[src/rtl/dmem_port_arbiter.sv]
// Data-memory port arbiter: shares one single-port SRAM between the CPU MEM stage
// and a host requester held in a one-entry buffer. The CPU wins by default; a held
// host request is forced through after STARVE_MAX consecutive losses.
module dmem_port_arbiter #(
    parameter int unsigned ADDR_W     = 64,
    parameter int unsigned DATA_W     = 64,
    parameter int unsigned STARVE_MAX = 4
) (
    input  logic              clk,
    input  logic              rst,
    // CPU MEM stage
    input  logic              cpu_req,
    input  logic              cpu_wen,
    input  logic [ADDR_W-1:0] cpu_addr,
    input  logic [DATA_W-1:0] cpu_wdata,
    output logic              cpu_stall,
    output logic [DATA_W-1:0] cpu_rdata,
    // Host requester
    input  logic              host_valid,
    output logic              host_ready,
    input  logic              host_wen,
    input  logic [ADDR_W-1:0] host_addr,
    input  logic [DATA_W-1:0] host_wdata,
    output logic              host_rvalid,
    output logic [DATA_W-1:0] host_rdata,
    // SRAM port
    output logic [ADDR_W-1:0] mem_addr,
    output logic [DATA_W-1:0] mem_wdata,
    output logic              mem_wen,
    output logic              mem_ren,
    input  logic [DATA_W-1:0] mem_rdata
);

    typedef enum logic {StEmpty, StPending} host_state_e;

    localparam logic [3:0] StarveMax = 4'(STARVE_MAX);

    host_state_e       state_q, state_d;
    logic              hreq_wen_q;
    logic [ADDR_W-1:0] hreq_addr_q;
    logic [DATA_W-1:0] hreq_wdata_q;
    logic [3:0]        starve_q, starve_d;
    logic              tag_valid_q, tag_valid_d;
    logic              tag_host_q, tag_host_d;
    logic [DATA_W-1:0] cpu_rdata_q, host_rdata_q;

    logic host_grant, cpu_grant, capture;
    logic tag_cpu_hit, tag_host_hit;

    // Grant decision, SRAM port mux and stall; everything is suppressed during reset.
    always_comb begin
        host_grant = 1'b0;
        cpu_grant  = 1'b0;
        mem_addr   = '0;
        mem_wdata  = '0;
        mem_wen    = 1'b0;
        mem_ren    = 1'b0;
        if (!rst) begin
            host_grant = (state_q == StPending) && (!cpu_req || starve_q == StarveMax);
            cpu_grant  = cpu_req && !host_grant;
        end
        if (host_grant) begin
            mem_addr  = hreq_addr_q;
            mem_wdata = hreq_wdata_q;
            mem_wen   = hreq_wen_q;
            mem_ren   = !hreq_wen_q;
        end else if (cpu_grant) begin
            mem_addr  = cpu_addr;
            mem_wdata = cpu_wdata;
            mem_wen   = cpu_wen;
            mem_ren   = !cpu_wen;
        end
        cpu_stall  = cpu_req && host_grant;
        host_ready = !rst && (state_q == StEmpty);
    end

    // Holding-register state, starvation counter and read-tag next state.
    always_comb begin
        state_d  = state_q;
        starve_d = starve_q;
        capture  = host_valid && host_ready;
        if (host_grant) begin
            state_d = StEmpty;
        end else if (capture) begin
            state_d = StPending;
        end
        if (host_grant || state_q == StEmpty) begin
            starve_d = 4'd0;
        end else if (cpu_grant && starve_q != StarveMax) begin
            starve_d = starve_q + 4'd1;
        end
        tag_valid_d = mem_ren;
        tag_host_d  = host_grant;
    end

    // Read return routing: live SRAM data on the cycle after a read grant, else the held value.
    always_comb begin
        tag_cpu_hit  = !rst && tag_valid_q && !tag_host_q;
        tag_host_hit = !rst && tag_valid_q && tag_host_q;
        host_rvalid  = tag_host_hit;
        cpu_rdata    = tag_cpu_hit ? mem_rdata : cpu_rdata_q;
        host_rdata   = tag_host_hit ? mem_rdata : host_rdata_q;
    end

    // State registers with synchronous reset.
    always_ff @(posedge clk) begin
        if (rst) begin
            state_q      <= StEmpty;
            hreq_wen_q   <= 1'b0;
            hreq_addr_q  <= '0;
            hreq_wdata_q <= '0;
            starve_q     <= 4'd0;
            tag_valid_q  <= 1'b0;
            tag_host_q   <= 1'b0;
            cpu_rdata_q  <= '0;
            host_rdata_q <= '0;
        end else begin
            state_q     <= state_d;
            starve_q    <= starve_d;
            tag_valid_q <= tag_valid_d;
            tag_host_q  <= tag_host_d;
            if (capture) begin
                hreq_wen_q   <= host_wen;
                hreq_addr_q  <= host_addr;
                hreq_wdata_q <= host_wdata;
            end
            if (tag_cpu_hit) cpu_rdata_q <= mem_rdata;
            if (tag_host_hit) host_rdata_q <= mem_rdata;
        end
    end

endmodule
[config.mk]
export PLATFORM = sky130hd
export DESIGN_NAME = dmem_port_arbiter
export DESIGN_NICKNAME = d
export VERILOG_FILES = /design/src/rtl/dmem_port_arbiter.sv
export SDC_FILE = /design/constraint.sdc
export NUM_CORES = 1
export LEC_CHECK = 0
export ABC_AREA = 1
export BUFFER_PORTS_ARGS = -buffer_cell sky130_fd_sc_hd__clkbuf_2
export CAP_MARGIN = 20
export CORE_AREA = 3 3 230 232
export CTS_CLUSTER_DIAMETER = 50
export DETAILED_ROUTE_END_ITERATION = 7
export DIE_AREA = 0 0 233 235
export PLACE_DENSITY_LB_ADDON = 0.1
export REMOVE_ABC_BUFFERS = 1
export SYNTH_ARGS = -nofsm -noshare
export SYNTH_HDL_FRONTEND = slang
export SYNTH_SLANG_ARGS = --single-unit
[constraint.sdc]
create_clock -name clk -period 2.18 [get_ports clk]
set_input_delay 0.218 -clock clk [delete_from_list [all_inputs] [get_ports clk]]
set_output_delay 0.218 -clock clk [all_outputs]
set_load 0.1 [all_outputs]
==> flow_metrics.env <==
export IMPL_critical_path_class="reg2out"
export IMPL_drive_above_1_share_pct=42.1
export IMPL_path_clk_slew_ns=0.05
export IMPL_post_route_min_period_ns=2.35
export IMPL_io_buffers=586
export IMPL_fp_dieW_um=233
export IMPL_avgRoutedWirePerCell_um=19.7
export IMPL_netlist_cell_type_count=20
export IMPL_status="finished with violations"
export IMPL_clock_path_buffers=3
export IMPL_antenna_found_initial=6
export IMPL_slew_viol_final=0
export IMPL_cp_start_kind="flop"
export IMPL_synth_top_flop_cell="dfxtp_1"
export IMPL_grt_setup_unrepaired="yes"
export IMPL_required_ns=1.96
export IMPL_fillers=4757
export IMPL_cap_violations=0
export IMPL_syn_to_final_growth_pct=114
export IMPL_design_core_area_mm2=0.0512
export IMPL_cts_sinks=264
export IMPL_synth_area_mm2=0.0126
export IMPL_relSlewSlack_pct=49.4
export IMPL_synth_largest_area_cell="dfxtp_1"
export IMPL_dpl_cell_area_mm2=0.0202
export IMPL_tightest_slew_ns=0.758
export IMPL_die_area_mm2=0.0548
export IMPL_grt_total_usage_pct=21.1
export IMPL_synth_enable_flop_cells=0
export IMPL_hp_class="in2reg"
export IMPL_synth_seq_cells=264
export IMPL_viasPerCell=4.72
export IMPL_fin_tns_setup_ns=-15.98
export IMPL_leakage_nw=13.4
export IMPL_design_area_mm2=0.0270
export IMPL_grt_pass1_wl_um=90600
export IMPL_clock_latency_ns=0.56
export IMPL_ir_drop_mv=0.447
export IMPL_rows=83
export IMPL_ant_nets=0
export IMPL_finalSetupViolations=222
export IMPL_violations="setup timing"
export IMPL_netlist_instances=1888
export IMPL_crit_path_top_delay_cell="dfxtp_2"
export IMPL_crit_top_cell="buf_12"
export IMPL_route_vias_total=16068
export IMPL_cts_tree="built"
export IMPL_synth_area_leaders="dfxtp_1 42%, nand3_1 15%, nand2_1 12%"
export IMPL_slowest_delay_ns=0.32
export IMPL_power_density_mw_per_mm2=680
export IMPL_grt_max_degree=129
export IMPL_skew_ns=0.0142
export IMPL_ctsHtreeMaxLevel=2
export IMPL_async_flop_share_pct=0
export IMPL_nets=3018
export IMPL_finalHoldViolations=0
export IMPL_finalWorstSetupSlack_ns=-0.171
export IMPL_critPathBufInv=4
export IMPL_post_route_drc_count=0
export IMPL_pre_cts_ws_ns=0.139
export IMPL_drt_pre_antenna_iters=5
export IMPL_initialDrtViolationCount=881
export IMPL_fin_crit_sh_pct=108
export IMPL_ioPinCount=587
export IMPL_crit_fanout=6
export IMPL_syn_area_per_cell_um2=6.69
export IMPL_ys_seq_area_share_pct=41.8
export IMPL_cts_made_buffers=43
export IMPL_place_congestion=0.821
export IMPL_dpl_hpwl_um=41200
export IMPL_cp_cell_sequence="inv_2, ha_4, nand3_4, nand2_8, buf_12, buf_16, nand4_1, nand2_2, buf_12"
export IMPL_cp_end_kind="output pin"
export IMPL_fp_dieH_um=235
export IMPL_start_util_pct=24.7
export IMPL_clock_fmax_mhz=425
export IMPL_wl_um=67000
export IMPL_cp_top_family="simple AND/OR/NAND/NOR gates"
export IMPL_grt_pass1_vias=15361
export IMPL_yosysWarnings=0
export IMPL_timing_hold_ws_ns=0.267
export IMPL_cts_root_buf="clkbuf_16"
export IMPL_overflow=0
export IMPL_synth_top_cell_area_share_pct=41.8
export IMPL_arrival_ns=2.13
## cell usage in the layout (no fill, tap or decap), drive strengths merged
| cell type | count |
|---|---|
| clkbuf | 408 |
| nand2 | 400 |
| nand3 | 391 |
| buf | 373 |
| inv | 270 |
| dfxtp | 264 |
| dlygate4sd3 | 199 |
| nor2 | 136 |
| nand4 | 131 |
| o21ai | 128 |
| bufinv | 9 |
| clkinv | 6 |
| diode | 4 |
| clkinvlp | 3 |
| ha | 2 |
| xnor2 | 1 |
| nor3 | 1 |
## logic make-up after synthesis
logic type,synth area share [%]
xor+xnor,0.0693
buf+inv,14.5
fa+ha+maj,0.198
simple gates,38.0
flops,41.8
compound gates,5.40
## cell usage after synthesis, types with 5 or more instances
cell and number:
o21ai_2 11, buf_4 6, buf_1 10, nor2_1 133, nand3_1 391, clkbuf_1 47, o21ai_1 117, dfxtp_1 264
nand2_1 393, nand4_1 131, buf_6 5, buf_2 102, inv_1 267
## state kept, by name, indices dropped and copies added, names as in the netlist
| signal | flops |
|---|---|
| hreq_wdata_q | 64 |
| hreq_wen_q | 1 |
| tag_host_q | 1 |
| tag_valid_q | 1 |
| starve_q | 4 |
| host_rdata_q | 64 |
| hreq_addr_q | 64 |
| cpu_rdata_q | 64 |
| state_q | 1 |
## path summary, 6_finish.rpt
kind	to	slack (ns)	cells after the start	start
max	mem_wdata[62]	-0.17	9	starve_q[1]
min	hreq_wdata_q[56]	0.27	4	rst
max reg2reg	hreq_wdata_q[30]	0.32	6	state_q
min reg2reg	hreq_wdata_q[58]	0.46	2	hreq_wdata_q[58]
## worst register-to-register path, cell delays in order, from the launching register on
cell and delay, ns:
dfxtp_4 0.40, buf_4 0.21, nor2_4 0.20, buf_12 0.23, nand3_1 0.14, dlygate4sd3_1 0.57, nand2_1 0.07
## power by group
group / internal, mW / switching [mW]
Sequential: 5.09 / 0.121
Combinational: 2.05 / 3.32
Clock: 5.20 / 2.58
## final cells by class
type / instances / area (µm²) / area share [%]
antenna: 4 / 10.0 / 0.0371
sequential: 264 / 5300 / 19.6
inverter: 269 / 1020 / 3.78
clock buffer: 58 / 1280 / 4.76
tap: 680 / 851 / 3.15
clock inverter: 19 / 355 / 1.32
multi-input combinational: 1190 / 6860 / 25.4
timing repair buffer: 922 / 11300 / 41.9
## through the flow
stage / total power, mW / cells / util, %
6_report: 18.4 / 3406 / 52.7
5_1_grt: 19.0 / 3404 / 52.7
4_1_cts: 18.1 / 3342 / 48.8
3_5_place_dp: 9.72 / 3026 / 39.5
3_3_place_gp: 9.70 / 3026 / 39.5
2_1_floorplan: 7.77 / 1718 / -
## layer usage
layer	track usage, %	vias to the layer above	share of wire, %
li1	-	7737	-
met1	25.7	7620	41
met2	35.6	603	49
met3	5.86	102	7.1
met4	6.81	6	3.0
met5	0	-	0.061
## timing repair
| action | in CTS | in global routing |
|---|---|---|
| hold buffers | 199 | 0 |
| setup buffers | 23 | 25 |
| setup endpoints to repair | 133 | 175 |
| pin swaps | 90 | 65 |
| hold endpoints to repair | 259 | 0 |
| cloned | 17 | 45 |
| resized for setup | 133 | 302 |
No activity file was read; power rests on OpenSTA's default activity.
